File: src/rtl/rx_frame_controller.sv
// rx_frame_controller: captures one rx frame from the deserialiser into a local
// byte buffer, checks CRC_A over it, reports status with a one-cycle frame_done,
// then drains the buffered bytes to the protocol layer over valid/ready.
//
// state  | meaning
// IDLE   | waiting for in_soc; status of the last frame is held
// RX     | capturing bytes and running CRC_A
// RX_ERR | rx error or illegal partial byte seen; data ignored until in_eoc
// CHECK  | one cycle: register crc_ok and raise frame_done
// DRAIN  | presenting buffered bytes to the consumer
module rx_frame_controller #(
  parameter int MAX_BYTES = 16,
  parameter int LEN_W     = $clog2(MAX_BYTES + 1)
) (
  input  logic             clk,
  input  logic             rst,
  input  logic             in_soc,
  input  logic             in_eoc,
  input  logic             in_error,
  input  logic             in_data_valid,
  input  logic [7:0]       in_data,
  input  logic [2:0]       in_data_bits,
  output logic             frame_done,
  output logic [LEN_W-1:0] frame_len,
  output logic [2:0]       last_bits,
  output logic             crc_ok,
  output logic             error_seen,
  output logic             overflow,
  output logic             out_valid,
  input  logic             out_ready,
  output logic [7:0]       out_data,
  output logic             out_last,
  output logic             busy
);

  localparam int AW = (MAX_BYTES > 1) ? $clog2(MAX_BYTES) : 1;

  typedef enum logic [2:0] {IDLE, RX, RX_ERR, CHECK, DRAIN} state_t;

  state_t           state, state_nx;
  logic [7:0]       mem [MAX_BYTES];
  logic [LEN_W-1:0] wr_ptr, rd_ptr;
  logic [15:0]      crc;
  logic             start, store, discard, flag_err, xfer, full;

  // CRC_A, reflected poly 0x8408, one byte LSb first, unrolled over 8 bit steps
  function automatic logic [15:0] crc_a_byte(input logic [15:0] crc_in, input logic [7:0] data);
    logic [15:0] c;
    c = crc_in;
    for (int i = 0; i < 8; i++) begin
      if (c[0] ^ data[i]) c = (c >> 1) ^ 16'h8408;
      else                c = c >> 1;
    end
    return c;
  endfunction

  assign full      = (wr_ptr == LEN_W'(MAX_BYTES));
  assign frame_len = wr_ptr;
  assign busy      = (state != IDLE);
  assign out_valid = (state == DRAIN);
  assign out_last  = (state == DRAIN) && ((rd_ptr + LEN_W'(1)) == wr_ptr);
  assign out_data  = (state == DRAIN) ? mem[rd_ptr[AW-1:0]] : 8'h00;

  // state register
  always_ff @(posedge clk or posedge rst) begin
    if (rst) state <= IDLE;
    else     state <= state_nx;
  end

  // next state and datapath strobes; in_soc always wins and restarts capture
  always_comb begin
    state_nx = state;
    start    = 1'b0;
    store    = 1'b0;
    discard  = 1'b0;
    flag_err = 1'b0;
    xfer     = 1'b0;
    case (state)
      IDLE: begin
        if (in_soc) begin
          start    = 1'b1;
          state_nx = RX;
        end
      end
      RX: begin
        if (in_soc) begin
          start    = 1'b1;
          state_nx = RX;
        end else if (in_error) begin
          flag_err = 1'b1;
          state_nx = in_eoc ? CHECK : RX_ERR;
        end else begin
          if (in_data_valid) begin
            if ((in_data_bits != 3'd0) && !in_eoc) begin
              flag_err = 1'b1;
              state_nx = RX_ERR;
            end else if (full) begin
              discard = 1'b1;
            end else begin
              store = 1'b1;
            end
          end
          if (in_eoc) state_nx = CHECK;
        end
      end
      RX_ERR: begin
        if (in_soc) begin
          start    = 1'b1;
          state_nx = RX;
        end else if (in_eoc) begin
          state_nx = CHECK;
        end
      end
      CHECK: begin
        state_nx = (wr_ptr != '0) ? DRAIN : IDLE;
      end
      DRAIN: begin
        if (in_soc) begin
          start    = 1'b1;
          state_nx = RX;
        end else if (out_ready) begin
          xfer = 1'b1;
          if (out_last) state_nx = IDLE;
        end
      end
      default: state_nx = IDLE;
    endcase
  end

  // frame status, pointers and running CRC
  always_ff @(posedge clk or posedge rst) begin
    if (rst) begin
      wr_ptr     <= '0;
      rd_ptr     <= '0;
      last_bits  <= 3'd0;
      crc        <= 16'h6363;
      error_seen <= 1'b0;
      overflow   <= 1'b0;
      crc_ok     <= 1'b0;
      frame_done <= 1'b0;
    end else begin
      frame_done <= (state == CHECK);
      if (start) begin
        wr_ptr     <= '0;
        rd_ptr     <= '0;
        last_bits  <= 3'd0;
        crc        <= 16'h6363;
        error_seen <= 1'b0;
        overflow   <= 1'b0;
        crc_ok     <= 1'b0;
      end else begin
        if (store) begin
          wr_ptr    <= wr_ptr + LEN_W'(1);
          last_bits <= in_data_bits;
          // a partial last byte is buffered but never enters the CRC
          if (in_data_bits == 3'd0) crc <= crc_a_byte(crc, in_data);
        end
        if (discard)  overflow   <= 1'b1;
        if (flag_err) error_seen <= 1'b1;
        if (state == CHECK)
          crc_ok <= (crc == 16'h0000) && (wr_ptr >= LEN_W'(3)) && (last_bits == 3'd0)
                    && !error_seen && !overflow;
        if (xfer) rd_ptr <= rd_ptr + LEN_W'(1);
      end
    end
  end

  // byte buffer; no reset needed because reads are gated by DRAIN
  always_ff @(posedge clk) begin
    if (store) mem[wr_ptr[AW-1:0]] <= in_data;
  end

endmodule

File: config.mk
export PLATFORM = sky130hd
export DESIGN_NAME = rx_frame_controller
export DESIGN_NICKNAME = d
export VERILOG_FILES = /design/src/rtl/rx_frame_controller.sv
export SDC_FILE = /design/constraint.sdc
export NUM_CORES = 1
export LEC_CHECK = 0
export CORE_MARGIN = 2
export CORE_UTILIZATION = 45
export DETAILED_ROUTE_END_ITERATION = 7
export PLACE_DENSITY_LB_ADDON = 0.25
export SYNTH_ARGS = -nofsm -noshare
export SYNTH_HDL_FRONTEND = slang
export SYNTH_SLANG_ARGS = --single-unit
File: constraint.sdc
create_clock -name clk -period 5.5 [get_ports clk]
set_input_delay 0.55 -clock clk [delete_from_list [all_inputs] [get_ports clk]]
set_output_delay 0.55 -clock clk [all_outputs]
set_load 0.1 [all_outputs]
==> flow_summary.ini <==
[outcome]
outcome = finished, final reports clean

[timing]
slew_headroom_pct = 16.8
fmax_mhz = 236
worst_pin_slew_ps = 1240
min_period_ps = 4230
rsz0062_at_grt = no
slew_violations = 0
hold_viol_final = 0
finalSetupViolations = 0
post-route-period-util_pct = 77.0
finClkSkew_ps = 8.48
setup_tns_ps = 0

[pwr]
share_comb_of_total_power_pct = 10.1
switchingPower_uw = 738
swShare_pct = 25.7
ir_drop_mv = 0.240
p_clk_share_pct = 41.3
cellLeakagePower_uw = 0.00272
pwr-share-seq_pct = 48.6
p_int_uw = 2130
power.density_nw_per_um2 = 346

[logic_synthesis]
ys_seq_area_share_pct = 66.7
synth_top_area_share_pct = 53.9
ys_warn_count = 0
synth_cell_type_count = 56
netlist_area_um2 = 7130
synthMostInstantiatedCell = edfxtp_1
synth_async_sr_flop_share_pct = 22.0
synthTopCellsByArea = edfxtp_1 (54%), dfrtp_1 (9.8%), mux4_2 (8.8%)
synthCells = 442
ys.flop_type = edfxtp_1
synth_top_cell_by_area = edfxtp_1
synth.avg_cell_area_um2 = 16.1
synthTopCellsByCount = edfxtp_1 (128), dfrtp_1 (28), mux4_2 (28), nand2_1 (28), nor2_1 (26)
ys_ff_latch = 164
syn_nets = 465
synth_enable_flop_cells = 128

[place]
gp_congestion = 0.771
io_buffers = 40
place_area_um2 = 7700
dp_hpwl_um = 9820

[grt]
antenna_found_initial = 0
grt_pass1_vias = 4037
grt_pass1_wl_um = 23200
overflow = 0
grt_max_degree = 37
track_usage_pct = 19.1

[clock_network]
ctsHoldBuffers = 0
ctsRootBufferMaster = clkbuf_16
clkLatencyLatePin_ps = 420
cts_sinks = 164
clk_pin_slew_ps = 60
htreeDepth = 4
cts_tree = yes
cts_buffer_depth = 2
cts_buffers = 17
post-cts-setup-buffers = 0
ctsResizeCount = 0

[final_layout]
fin_nets = 508
syn_to_final_growth_pct = 16.3
n_antenna_cell = 0
layout-drive-gt1-share_pct = 17.7
final_area_um2 = 8290

[route]
wl_per_cell_um = 21.1
antenna_left = 0
vias = 3927
wirelength_um = 15000
avgViaCountPerCell = 5.50
dr.pass1.iters = 5
initialDrtViolationCount = 354
drc_errors = 0

[hold_path]
hold_class = reg2reg

[critical_path]
cp_max_fo = 29
arrival_ps = 3680
critPathKind = reg2out
cp-start-kind = register
crit_required_ps = 4950
endpoint_kind = output port

[run]
drv_cap = 0

[floorplan]
start_util_pct = 45.5
ios = 41
die_area_um2 = 16900
die_h_um = 130
fp-row-count = 46
die_w_um = 130
coreArea_um2 = 15700
[layout make-up]
class | count | area, um2
Tap cell | 216 | 270
Fill cell | 1297 | 7360
Clock inverter | 15 | 171
Clock buffer | 17 | 425
Inverter | 7 | 26.3
Multi-Input combinational cell | 248 | 2190
Timing Repair Buffer | 47 | 453
Sequential cell | 164 | 4760
[kinds of logic (layout without fill, tap and decap cells)]
family                     count (synthesis)  in the layout  synth area share, %
xor gates and xnor gates                  34             34                 4.18
buffers and inverters                     30             86                 2.58
AOI/OAI and AO/OA                         55             55                 5.86
muxes                                     46             46                 11.4
and+or+nand+nor                          107            107                 8.27
adders and majority gates                  6              6                 1.04
DFF                                      164            164                 66.7
[registers in the layout, indices dropped and copies added, names as in the netlist]
register,count
crc,16
crc_ok,1
error_seen,1
frame_done,1
frame_len,5
last_bits,3
mem,128
overflow,1
rd_ptr,5
state,3
[routing by layer]
| metal | vias up | GRT usage (%) | part of all wire [%] |
|---|---|---|---|
| li1 | 1802 | - | - |
| met1 | 2008 | 26.6 | 45 |
| met2 | 104 | 30.4 | 49 |
| met3 | 13 | 3.57 | 4.2 |
| met4 | 0 | 6.89 | 1.7 |
| met5 | - | 0 | 0 |
[critical path, stage by stage (launching register included)]
cell	delay, ps
dfrtp_2	940
buf_4	410
mux2i_1	220
a22oi_1	130
a22o_1	250
a221o_1	340
clkdlybuf4s50_1	970
[through the flow]
step | hold slack, ps | instances | worst slack, ps | power (uW) | utilization [%]
finish | 525 | 714 | 1270 | 2870 | 53.0
global route | 539 | 714 | 1020 | 2960 | 53.0
CTS | 526 | 714 | 1180 | 2890 | 53.0
detailed placement | 514 | 682 | 1640 | 1710 | 49.2
global placement | 510 | 682 | 1660 | 1710 | 49.2
floorplan | 492 | 442 | 1200 | 1640 | -
[power groups by stage]
stage | clock [uW] | sequential (uW) | combinational (uW)
floorplan | 0 | 1460 | 180
global placement | 0 | 1420 | 290
detailed placement | 0 | 1420 | 293
CTS | 1200 | 1400 | 293
global route | 1250 | 1400 | 310
finish | 1190 | 1400 | 291
[worst paths after layout]
check | depth (start not counted) | slack, ps | endpoint | from
worst max-delay path | 6 | 1270 | out_data[6] | rd_ptr[0]$_DFFE_PP0P_
worst min-delay path | 1 | 520 | crc[0]$_DFFE_PP1P_ | crc[0]$_DFFE_PP1P_
worst max register to register | 6 | 2360 | mem[13][6]$_DFFE_PP_ | frame_len[0]$_DFFE_PP0P_
worst min register to register | 1 | 520 | crc[0]$_DFFE_PP1P_ | crc[0]$_DFFE_PP1P_
max in group asynchronous | 3 | 4610 | rd_ptr[0]$_DFFE_PP0P_ | rst
min in group asynchronous | 3 | 530 | state[1]$_DFFE_PP0P_ | rst
[cells in the final DEF (no fill, tap or decap), drive strengths merged, types with 6 or more instances in the layout]
cell           instances
xnor2                 23
clkbuf                17
nand3                  8
mux2i                 17
dfrtp                 28
o2bb2ai                6
nor2                  26
dfstp                  8
mux4                  28
inv                   13
o21ai                  8
and2                   7
xor2                  11
buf                    7
clkdlybuf4s50         40
edfxtp               128
nand2                 28
Power figures use the tool's default switching activity.
